<file path="config.mk">
export PLATFORM = sky130hd
export DESIGN_NAME = sram_arbiter
export DESIGN_NICKNAME = d
export VERILOG_FILES = /design/src/rtl/sram_arb_pkg.sv /design/src/rtl/sram_arb_pick.sv /design/src/rtl/sram_arbiter.sv
export SDC_FILE = /design/constraint.sdc
export NUM_CORES = 1
export LEC_CHECK = 0
export BUFFER_PORTS_ARGS = -buffer_cell sky130_fd_sc_hd__buf_2
export CORE_UTILIZATION = 35
export DETAILED_ROUTE_END_ITERATION = 6
export GPL_TIMING_DRIVEN = 0
export PLACE_DENSITY = 0.68
export SYNTH_ARGS = -nofsm -noshare
export SYNTH_HDL_FRONTEND = slang
export SYNTH_HIERARCHICAL = 1
export SYNTH_SLANG_ARGS = --single-unit
</file>
<file path="constraint.sdc">
create_clock -name clock -period 1.5 [get_ports clock]
set_clock_uncertainty 0.05 [all_clocks]
set_input_delay 0.15 -clock clock [delete_from_list [all_inputs] [get_ports clock]]
set_output_delay 0.15 -clock clock [all_outputs]
set_load 0.01 [all_outputs]
</file>
<file path="src/rtl/sram_arb_pkg.sv">
// sram_arb_pkg: shared types and constants for the SRAM arbiter.
// Holds the FSM state type, default widths and the wait counter width.
package sram_arb_pkg;

  localparam int ADDR_W_DEF      = 19;
  localparam int DATA_W_DEF      = 8;
  localparam int WAIT_CYCLES_DEF = 2;
  localparam int WAIT_CNT_W      = 4;

  typedef enum logic [1:0] {
    IDLE,
    ACCESS,
    DONE
  } state_t;

  typedef logic [WAIT_CNT_W-1:0] wait_cnt_t;

endpackage

</file>
<file path="src/rtl/sram_arb_pick.sv">
// sram_arb_pick: winner selection for the two SRAM requesters.
// Ports: req0/req1 in, win1 out (1 = port 1 wins); with the macro
// SRAM_ARB_ROUND_ROBIN_EN also clock/reset/grant for the pointer register.
module sram_arb_pick
  import sram_arb_pkg::*;
(
`ifdef SRAM_ARB_ROUND_ROBIN_EN
  input  logic clock,
  input  logic reset,
  input  logic grant,
`endif
  input  logic req0,
  input  logic req1,
  output logic win1
);

`ifdef SRAM_ARB_ROUND_ROBIN_EN
  // last1 = port 1 was granted last; reset value hands the
  // first contention to port 0.
  logic last1;

  always_ff @(posedge clock or posedge reset) begin
    if (reset) begin
      last1 <= 1'b1;
    end else if (grant) begin
      last1 <= win1;
    end
  end

  always_comb begin
    win1 = req1;
    if (req0 && req1) begin
      win1 = ~last1;
    end
  end
`else
  always_comb begin
    win1 = req1 & ~req0;
  end
`endif

endmodule

</file>
<file path="src/rtl/sram_arbiter.sv">
// sram_arbiter: shares one asynchronous SRAM bank between the video
// fetcher (port 0) and the CPU (port 1) with registered strobes,
// WAIT_CYCLES wait states and a one-cycle ack. Optional macro:
// SRAM_ARB_ROUND_ROBIN_EN (round-robin on contention, else port 0 wins).
// Ports: clock, reset; req/we/addr/wdata/ack per port; shared rdata;
// sram_addr, sram_dout, sram_din, sram_ce_n/oe_n/we_n, sram_dq_oe.
module sram_arbiter
  import sram_arb_pkg::*;
#(
  parameter int ADDR_W      = ADDR_W_DEF,
  parameter int DATA_W      = DATA_W_DEF,
  parameter int WAIT_CYCLES = WAIT_CYCLES_DEF
) (
  input  logic              clock,
  input  logic              reset,
  input  logic              req0,
  input  logic              req1,
  input  logic              we0,
  input  logic              we1,
  input  logic [ADDR_W-1:0] addr0,
  input  logic [ADDR_W-1:0] addr1,
  input  logic [DATA_W-1:0] wdata0,
  input  logic [DATA_W-1:0] wdata1,
  output logic              ack0,
  output logic              ack1,
  output logic [DATA_W-1:0] rdata,
  output logic [ADDR_W-1:0] sram_addr,
  output logic [DATA_W-1:0] sram_dout,
  input  logic [DATA_W-1:0] sram_din,
  output logic              sram_ce_n,
  output logic              sram_oe_n,
  output logic              sram_we_n,
  output logic              sram_dq_oe
);

  state_t    state_q;
  state_t    state_d;
  wait_cnt_t cnt_q;
  wait_cnt_t cnt_d;
  logic      sel1_q;
  logic      sel1_d;
  logic      wr_q;
  logic      wr_d;

  logic              win1;
  logic              req_any;
  logic              wr_new;
  logic [ADDR_W-1:0] addr_d;
  logic [DATA_W-1:0] dout_d;
  logic [DATA_W-1:0] rdata_d;
  logic              ack0_d;
  logic              ack1_d;
  logic              ce_n_d;
  logic              oe_n_d;
  logic              we_n_d;
  logic              dq_oe_d;

  assign req_any = req0 | req1;
  assign wr_new  = win1 ? we1 : we0;

  sram_arb_pick u_pick (
`ifdef SRAM_ARB_ROUND_ROBIN_EN
    .clock (clock),
    .reset (reset),
    .grant ((state_q == IDLE) && req_any),
`endif
    .req0  (req0),
    .req1  (req1),
    .win1  (win1)
  );

  // Next values for every register; all outputs are flops, so the
  // strobes for a state are set up on the edge that enters it.
  always_comb begin
    state_d = state_q;
    cnt_d   = cnt_q;
    sel1_d  = sel1_q;
    wr_d    = wr_q;
    addr_d  = sram_addr;
    dout_d  = sram_dout;
    rdata_d = rdata;
    ack0_d  = 1'b0;
    ack1_d  = 1'b0;
    ce_n_d  = sram_ce_n;
    oe_n_d  = sram_oe_n;
    we_n_d  = sram_we_n;
    dq_oe_d = sram_dq_oe;
    unique case (state_q)
      IDLE: begin
        ce_n_d  = 1'b1;
        oe_n_d  = 1'b1;
        we_n_d  = 1'b1;
        dq_oe_d = 1'b0;
        if (req_any) begin
          sel1_d  = win1;
          wr_d    = wr_new;
          addr_d  = win1 ? addr1 : addr0;
          dout_d  = win1 ? wdata1 : wdata0;
          cnt_d   = WAIT_CNT_W'(WAIT_CYCLES - 1);
          state_d = ACCESS;
          ce_n_d  = 1'b0;
          oe_n_d  = wr_new;
          we_n_d  = ~wr_new;
          dq_oe_d = wr_new;
        end
      end
      ACCESS: begin
        if (cnt_q == '0) begin
          state_d = DONE;
          ce_n_d  = 1'b1;
          oe_n_d  = 1'b1;
          we_n_d  = 1'b1;
          ack0_d  = ~sel1_q;
          ack1_d  = sel1_q;
          if (!wr_q) begin
            rdata_d = sram_din;
          end
        end else begin
          cnt_d = cnt_q - wait_cnt_t'(1);
        end
      end
      DONE: begin
        // Write data was held through DONE; release it now.
        dq_oe_d = 1'b0;
        state_d = IDLE;
      end
      default: begin
        state_d = IDLE;
      end
    endcase
  end

  always_ff @(posedge clock or posedge reset) begin
    if (reset) begin
      state_q    <= IDLE;
      cnt_q      <= '0;
      sel1_q     <= 1'b0;
      wr_q       <= 1'b0;
      sram_addr  <= '0;
      sram_dout  <= '0;
      rdata      <= '0;
      ack0       <= 1'b0;
      ack1       <= 1'b0;
      sram_ce_n  <= 1'b1;
      sram_oe_n  <= 1'b1;
      sram_we_n  <= 1'b1;
      sram_dq_oe <= 1'b0;
    end else begin
      state_q    <= state_d;
      cnt_q      <= cnt_d;
      sel1_q     <= sel1_d;
      wr_q       <= wr_d;
      sram_addr  <= addr_d;
      sram_dout  <= dout_d;
      rdata      <= rdata_d;
      ack0       <= ack0_d;
      ack1       <= ack1_d;
      sram_ce_n  <= ce_n_d;
      sram_oe_n  <= oe_n_d;
      sram_we_n  <= we_n_d;
      sram_dq_oe <= dq_oe_d;
    end
  end

endmodule

</file>
==> impl_metrics.prom <==
# TYPE chip_impl_metric gauge
chip_impl_metric{name="period_utilisation_layout",unit=""} 1.012
chip_impl_metric{name="clkTransAtPathRegs",unit="ps"} 90
chip_impl_metric{name="maxClockFrequency",unit="MHz"} 658.7
chip_impl_metric{name="grt_max_degree",unit=""} 31
chip_impl_metric{name="detailedPlacementHpwl",unit="µm"} 3580
chip_impl_metric{name="final_core_utilization",unit=""} 0.5086
chip_impl_info{name="critical_path_start_type",value="flop"} 1
chip_impl_metric{name="synthCells",unit=""} 166
chip_impl_metric{name="synth_simple_gate_area_share",unit=""} 0.06753
chip_impl_metric{name="ios",unit=""} 109
chip_impl_metric{name="critPathArrivalTime",unit="ps"} 1660
chip_impl_metric{name="worst-slew-pin-transition",unit="ps"} 560.7
chip_impl_metric{name="via_count",unit=""} 1780
chip_impl_metric{name="critical_path.max_fanout",unit=""} 3
chip_impl_info{name="tritoncts",value="done"} 1
chip_impl_metric{name="drive_gt1_frac",unit=""} 0.7239
chip_impl_metric{name="wirelength",unit="µm"} 5087
chip_impl_metric{name="power.total",unit="mW"} 6.035
chip_impl_info{name="grt_setup_unrepaired",value="yes"} 1
chip_impl_info{name="yosys-top-cells-area",value="sky130_fd_sc_hd__dfrtp_1 (50%), sky130_fd_sc_hd__mux2_2 (30%), sky130_fd_sc_hd__dfstp_2 (3.4%)"} 1
chip_impl_metric{name="number_of_clock_buffers_inserted_by_tritoncts",unit=""} 5
chip_impl_info{name="worstSetupPathType",value="reg2reg"} 1
chip_impl_info{name="clockRootBuffer",value="sky130_fd_sc_hd__clkbuf_8"} 1
chip_impl_metric{name="drc",unit=""} 0
chip_impl_metric{name="max-clock-path-buffers",unit=""} 2
chip_impl_metric{name="wl_per_cell",unit="µm"} 13.60
chip_impl_metric{name="power_leakage",unit="nW"} 1.555
chip_impl_metric{name="power-per-cell-area",unit="nW/µm²"} 1858
chip_impl_info{name="outcome",value="complete, but fails checks"} 1
chip_impl_metric{name="yosys.area_share.xor_xnor",unit=""} 0
chip_impl_metric{name="placementRows",unit=""} 29
chip_impl_info{name="synth_top_family_by_area",value="multiplexers"} 1
chip_impl_info{name="failed_checks",value="negative setup slack"} 1
chip_impl_metric{name="grt_use_total",unit=""} 0.1583
chip_impl_metric{name="dp_worst_setup_slack",unit="ps"} -244.5
chip_impl_metric{name="setup-violations-final",unit=""} 3
chip_impl_metric{name="finalHoldViolations",unit=""} 0
chip_impl_metric{name="die_h",unit="µm"} 83.35
chip_impl_metric{name="max_cap_violations",unit=""} 0
chip_impl_metric{name="vias_per_cell",unit=""} 4.759
chip_impl_metric{name="postSynthRegisterBits",unit=""} 49
chip_impl_metric{name="timing.final.crit_period",unit="ps"} 1518
chip_impl_metric{name="cts_sinks",unit=""} 49
chip_impl_metric{name="dieArea",unit="µm²"} 6946
chip_impl_metric{name="clkLatencyLatePin",unit="ps"} 300
chip_impl_metric{name="antenna_found_initial",unit=""} 0
chip_impl_metric{name="share_of_the_synthesized_area_in_the_top_cell_type",unit=""} 0.4970
chip_impl_metric{name="grt_first_pass_wirelength",unit="µm"} 8749
chip_impl_metric{name="layout.filler_cells",unit=""} 570
chip_impl_metric{name="final-max-slew-violation-count",unit=""} 0
chip_impl_info{name="synthDominantAreaCellType",value="sky130_fd_sc_hd__dfrtp_1"} 1
chip_impl_info{name="final_cell_mix",value="sky130_fd_sc_hd__buf_2 (109), sky130_fd_sc_hd__mux2_2 (62), sky130_fd_sc_hd__dfrtp_1 (46), sky130_fd_sc_hd__buf_4 (11), sky130_fd_sc_hd__buf_6 (9)"} 1
chip_impl_metric{name="initial_core_util",unit=""} 0.3627
chip_impl_metric{name="worst_hold_path.num_cells",unit=""} 2
chip_impl_info{name="layout_commonest_cell",value="sky130_fd_sc_hd__buf_2"} 1
chip_impl_metric{name="gp_congestion",unit=""} 0.7390
chip_impl_metric{name="drt_first_pass_iters",unit=""} 4
chip_impl_metric{name="vdd.ir_drop.worst",unit="µV"} 794.9
chip_impl_info{name="timing.hold.worst.class",value="in2reg"} 1
chip_impl_metric{name="layout_overhead_on_the_synthesized_area",unit="%"} 40.25
chip_impl_metric{name="postLayoutSetupSlackWorst",unit="ps"} -18.07
chip_impl_metric{name="share_of_cell_area_taken_by_muxes_after_synthesis",unit=""} 0.3150
chip_impl_metric{name="ys_seq_area_frac",unit=""} 0.5311
chip_impl_metric{name="globalRoute.totalOverflow",unit=""} 0
chip_impl_metric{name="synth_cell_area",unit="µm²"} 2316
chip_impl_metric{name="nNetsFinal",unit=""} 366
chip_impl_metric{name="htree_num_levels",unit=""} 2
chip_impl_metric{name="detailedRoute.firstIterationViolations",unit=""} 93
chip_impl_metric{name="syn-mean-instance-area",unit="µm²"} 13.95
chip_impl_metric{name="die_w",unit="µm"} 83.35
chip_impl_metric{name="io_buffer_count",unit=""} 108
chip_impl_metric{name="antenna-diode-count",unit=""} 0
chip_impl_info{name="worstSetupEndpointType",value="flop"} 1
chip_impl_metric{name="synthAdderAreaFrac",unit=""} 0.01080
chip_impl_metric{name="synthDistinctLibCells",unit=""} 33
chip_impl_metric{name="postSynthNetCount",unit=""} 236
chip_impl_metric{name="max_slew_margin",unit=""} 0.6262
chip_impl_metric{name="timing.reg2reg.worst_path_depth",unit=""} 7
chip_impl_metric{name="fp.coreArea",unit="µm²"} 6386
chip_impl_metric{name="synth_compound_area_frac",unit=""} 0.04214
chip_impl_metric{name="grt_pass1_vias",unit=""} 1882
chip_impl_metric{name="ys.warnings.count",unit=""} 6
chip_impl_metric{name="ant_nets",unit=""} 0
chip_impl_metric{name="required",unit="ps"} 1640
## repair_timing
action | CTS | global route
pin swaps | 5 | 4
hold buffers | 1 | 0
gates cloned | 2 | 0
endpoints found under the hold margin | 19 | 0
gates resized for setup | 13 | 4
setup buffers | 9 | 3
endpoints found under the setup margin | 42 | 43
## report_power, final
group	switching, mW	total (mW)	internal (mW)
Clock	0.418	0.795	0.377
Sequential	0.335	2.33	1.99
Combinational	1.31	2.91	1.60
## flip-flops by register name, indices dropped and copies added (netlist names)
name and count:
sram_ce_n 1, sram_addr 19, ack1 1, cnt_q 4, state_q 2, wr_q 1
sram_we_n 1, sram_oe_n 1, sel1_q 1, ack0 1, sram_dout 8, sram_dq_oe 1
rdata 8
## area by class of cell
cell class,instances,area (µm²),share of cell area
buffer,8,72.57,0.02234
timing repair buffer,124,690.7,0.2126
sequential,49,1230,0.3787
clock buffer,8,90.09,0.02773
multi-input combinational,104,1054,0.3243
inverter,4,15.01,0.004622
tap,77,96.34,0.02966
## logic make-up after synthesis
kind of cell	count (synthesis)
AOI/OAI and AO/OA	12
muxes	65
DFF	49
buffers and inverters	13
adders and majority gates	2
and+or+nand+nor	25
## per-layer routing
| layer | share of wire | vias up | track usage |
|---|---|---|---|
| met5 | 0 | - | 0 |
| met4 | 0.014 | 0 | 0.06426 |
| met3 | 0.058 | 8 | 0.03678 |
| met2 | 0.50 | 62 | 0.2720 |
| met1 | 0.43 | 857 | 0.1909 |
| li1 | - | 853 | - |
## Yosys cell counts
cell	count
sky130_fd_sc_hd__nand2_1	2
sky130_fd_sc_hd__mux2_2	62
sky130_fd_sc_hd__mux2_1	1
sky130_fd_sc_hd__dfstp_2	3
sky130_fd_sc_hd__nand3_1	6
sky130_fd_sc_hd__buf_2	2
sky130_fd_sc_hd__o21a_1	2
sky130_fd_sc_hd__nand3_2	1
sky130_fd_sc_hd__nand2b_1	1
sky130_fd_sc_hd__dfrtp_1	46
sky130_fd_sc_hd__o21ai_0	4
sky130_fd_sc_hd__a2bb2oi_2	1
sky130_fd_sc_hd__a211oi_1	1
sky130_fd_sc_hd__clkbuf_1	1
sky130_fd_sc_hd__nor2b_2	1
sky130_fd_sc_hd__ha_1	2
sky130_fd_sc_hd__nor3_1	3
sky130_fd_sc_hd__o211ai_1	1
sky130_fd_sc_hd__nor3_2	1
sky130_fd_sc_hd__a21oi_4	1
sky130_fd_sc_hd__o22a_1	1
sky130_fd_sc_hd__buf_6	1
sky130_fd_sc_hd__o31ai_1	1
sky130_fd_sc_hd__and3_1	1
sky130_fd_sc_hd__or3b_1	1
sky130_fd_sc_hd__nor2b_4	1
sky130_fd_sc_hd__mux2i_1	2
sky130_fd_sc_hd__nor2_1	4
sky130_fd_sc_hd__or3_1	1
sky130_fd_sc_hd__buf_4	5
sky130_fd_sc_hd__inv_1	4
sky130_fd_sc_hd__nor2b_1	1
sky130_fd_sc_hd__nor3b_2	1
## critical path: stages, from the launching register on
cell                       delay, ps
sky130_fd_sc_hd__dfrtp_1         400
sky130_fd_sc_hd__inv_2            90
sky130_fd_sc_hd__ha_4            140
sky130_fd_sc_hd__nor3b_4         240
sky130_fd_sc_hd__buf_4           150
sky130_fd_sc_hd__buf_6           100
sky130_fd_sc_hd__a211oi_2         60
sky130_fd_sc_hd__o21a_1          180
## through the flow
stage	area [µm²]	hold slack, ps	instances	setup TNS (ps)
global placement	2975	333.1	351	-28220
global route	3248	25.33	374	-698.2
detailed placement	2995	135.3	352	-4417
CTS	3222	18.02	372	-169.7
finish	3248	29.23	374	-22.52
floorplan	2338	250.4	166	0
## worst paths after layout
| path | startpoint | end | slack (ps) |
|---|---|---|---|
| hold reg to reg | sel1_q | ack0 | 410 |
| max in group asynchronous | reset | sram_oe_n | 470 |
| setup reg to reg | cnt_q[0] | cnt_q[0] | -20 |
| setup / recovery | cnt_q[0] | cnt_q[0] | -20 |
| hold / removal | sram_din[7] | rdata[7] | 30 |
| min in group asynchronous | reset | sram_addr[9] | 340 |
No activity file was read; power rests on OpenSTA's default activity.
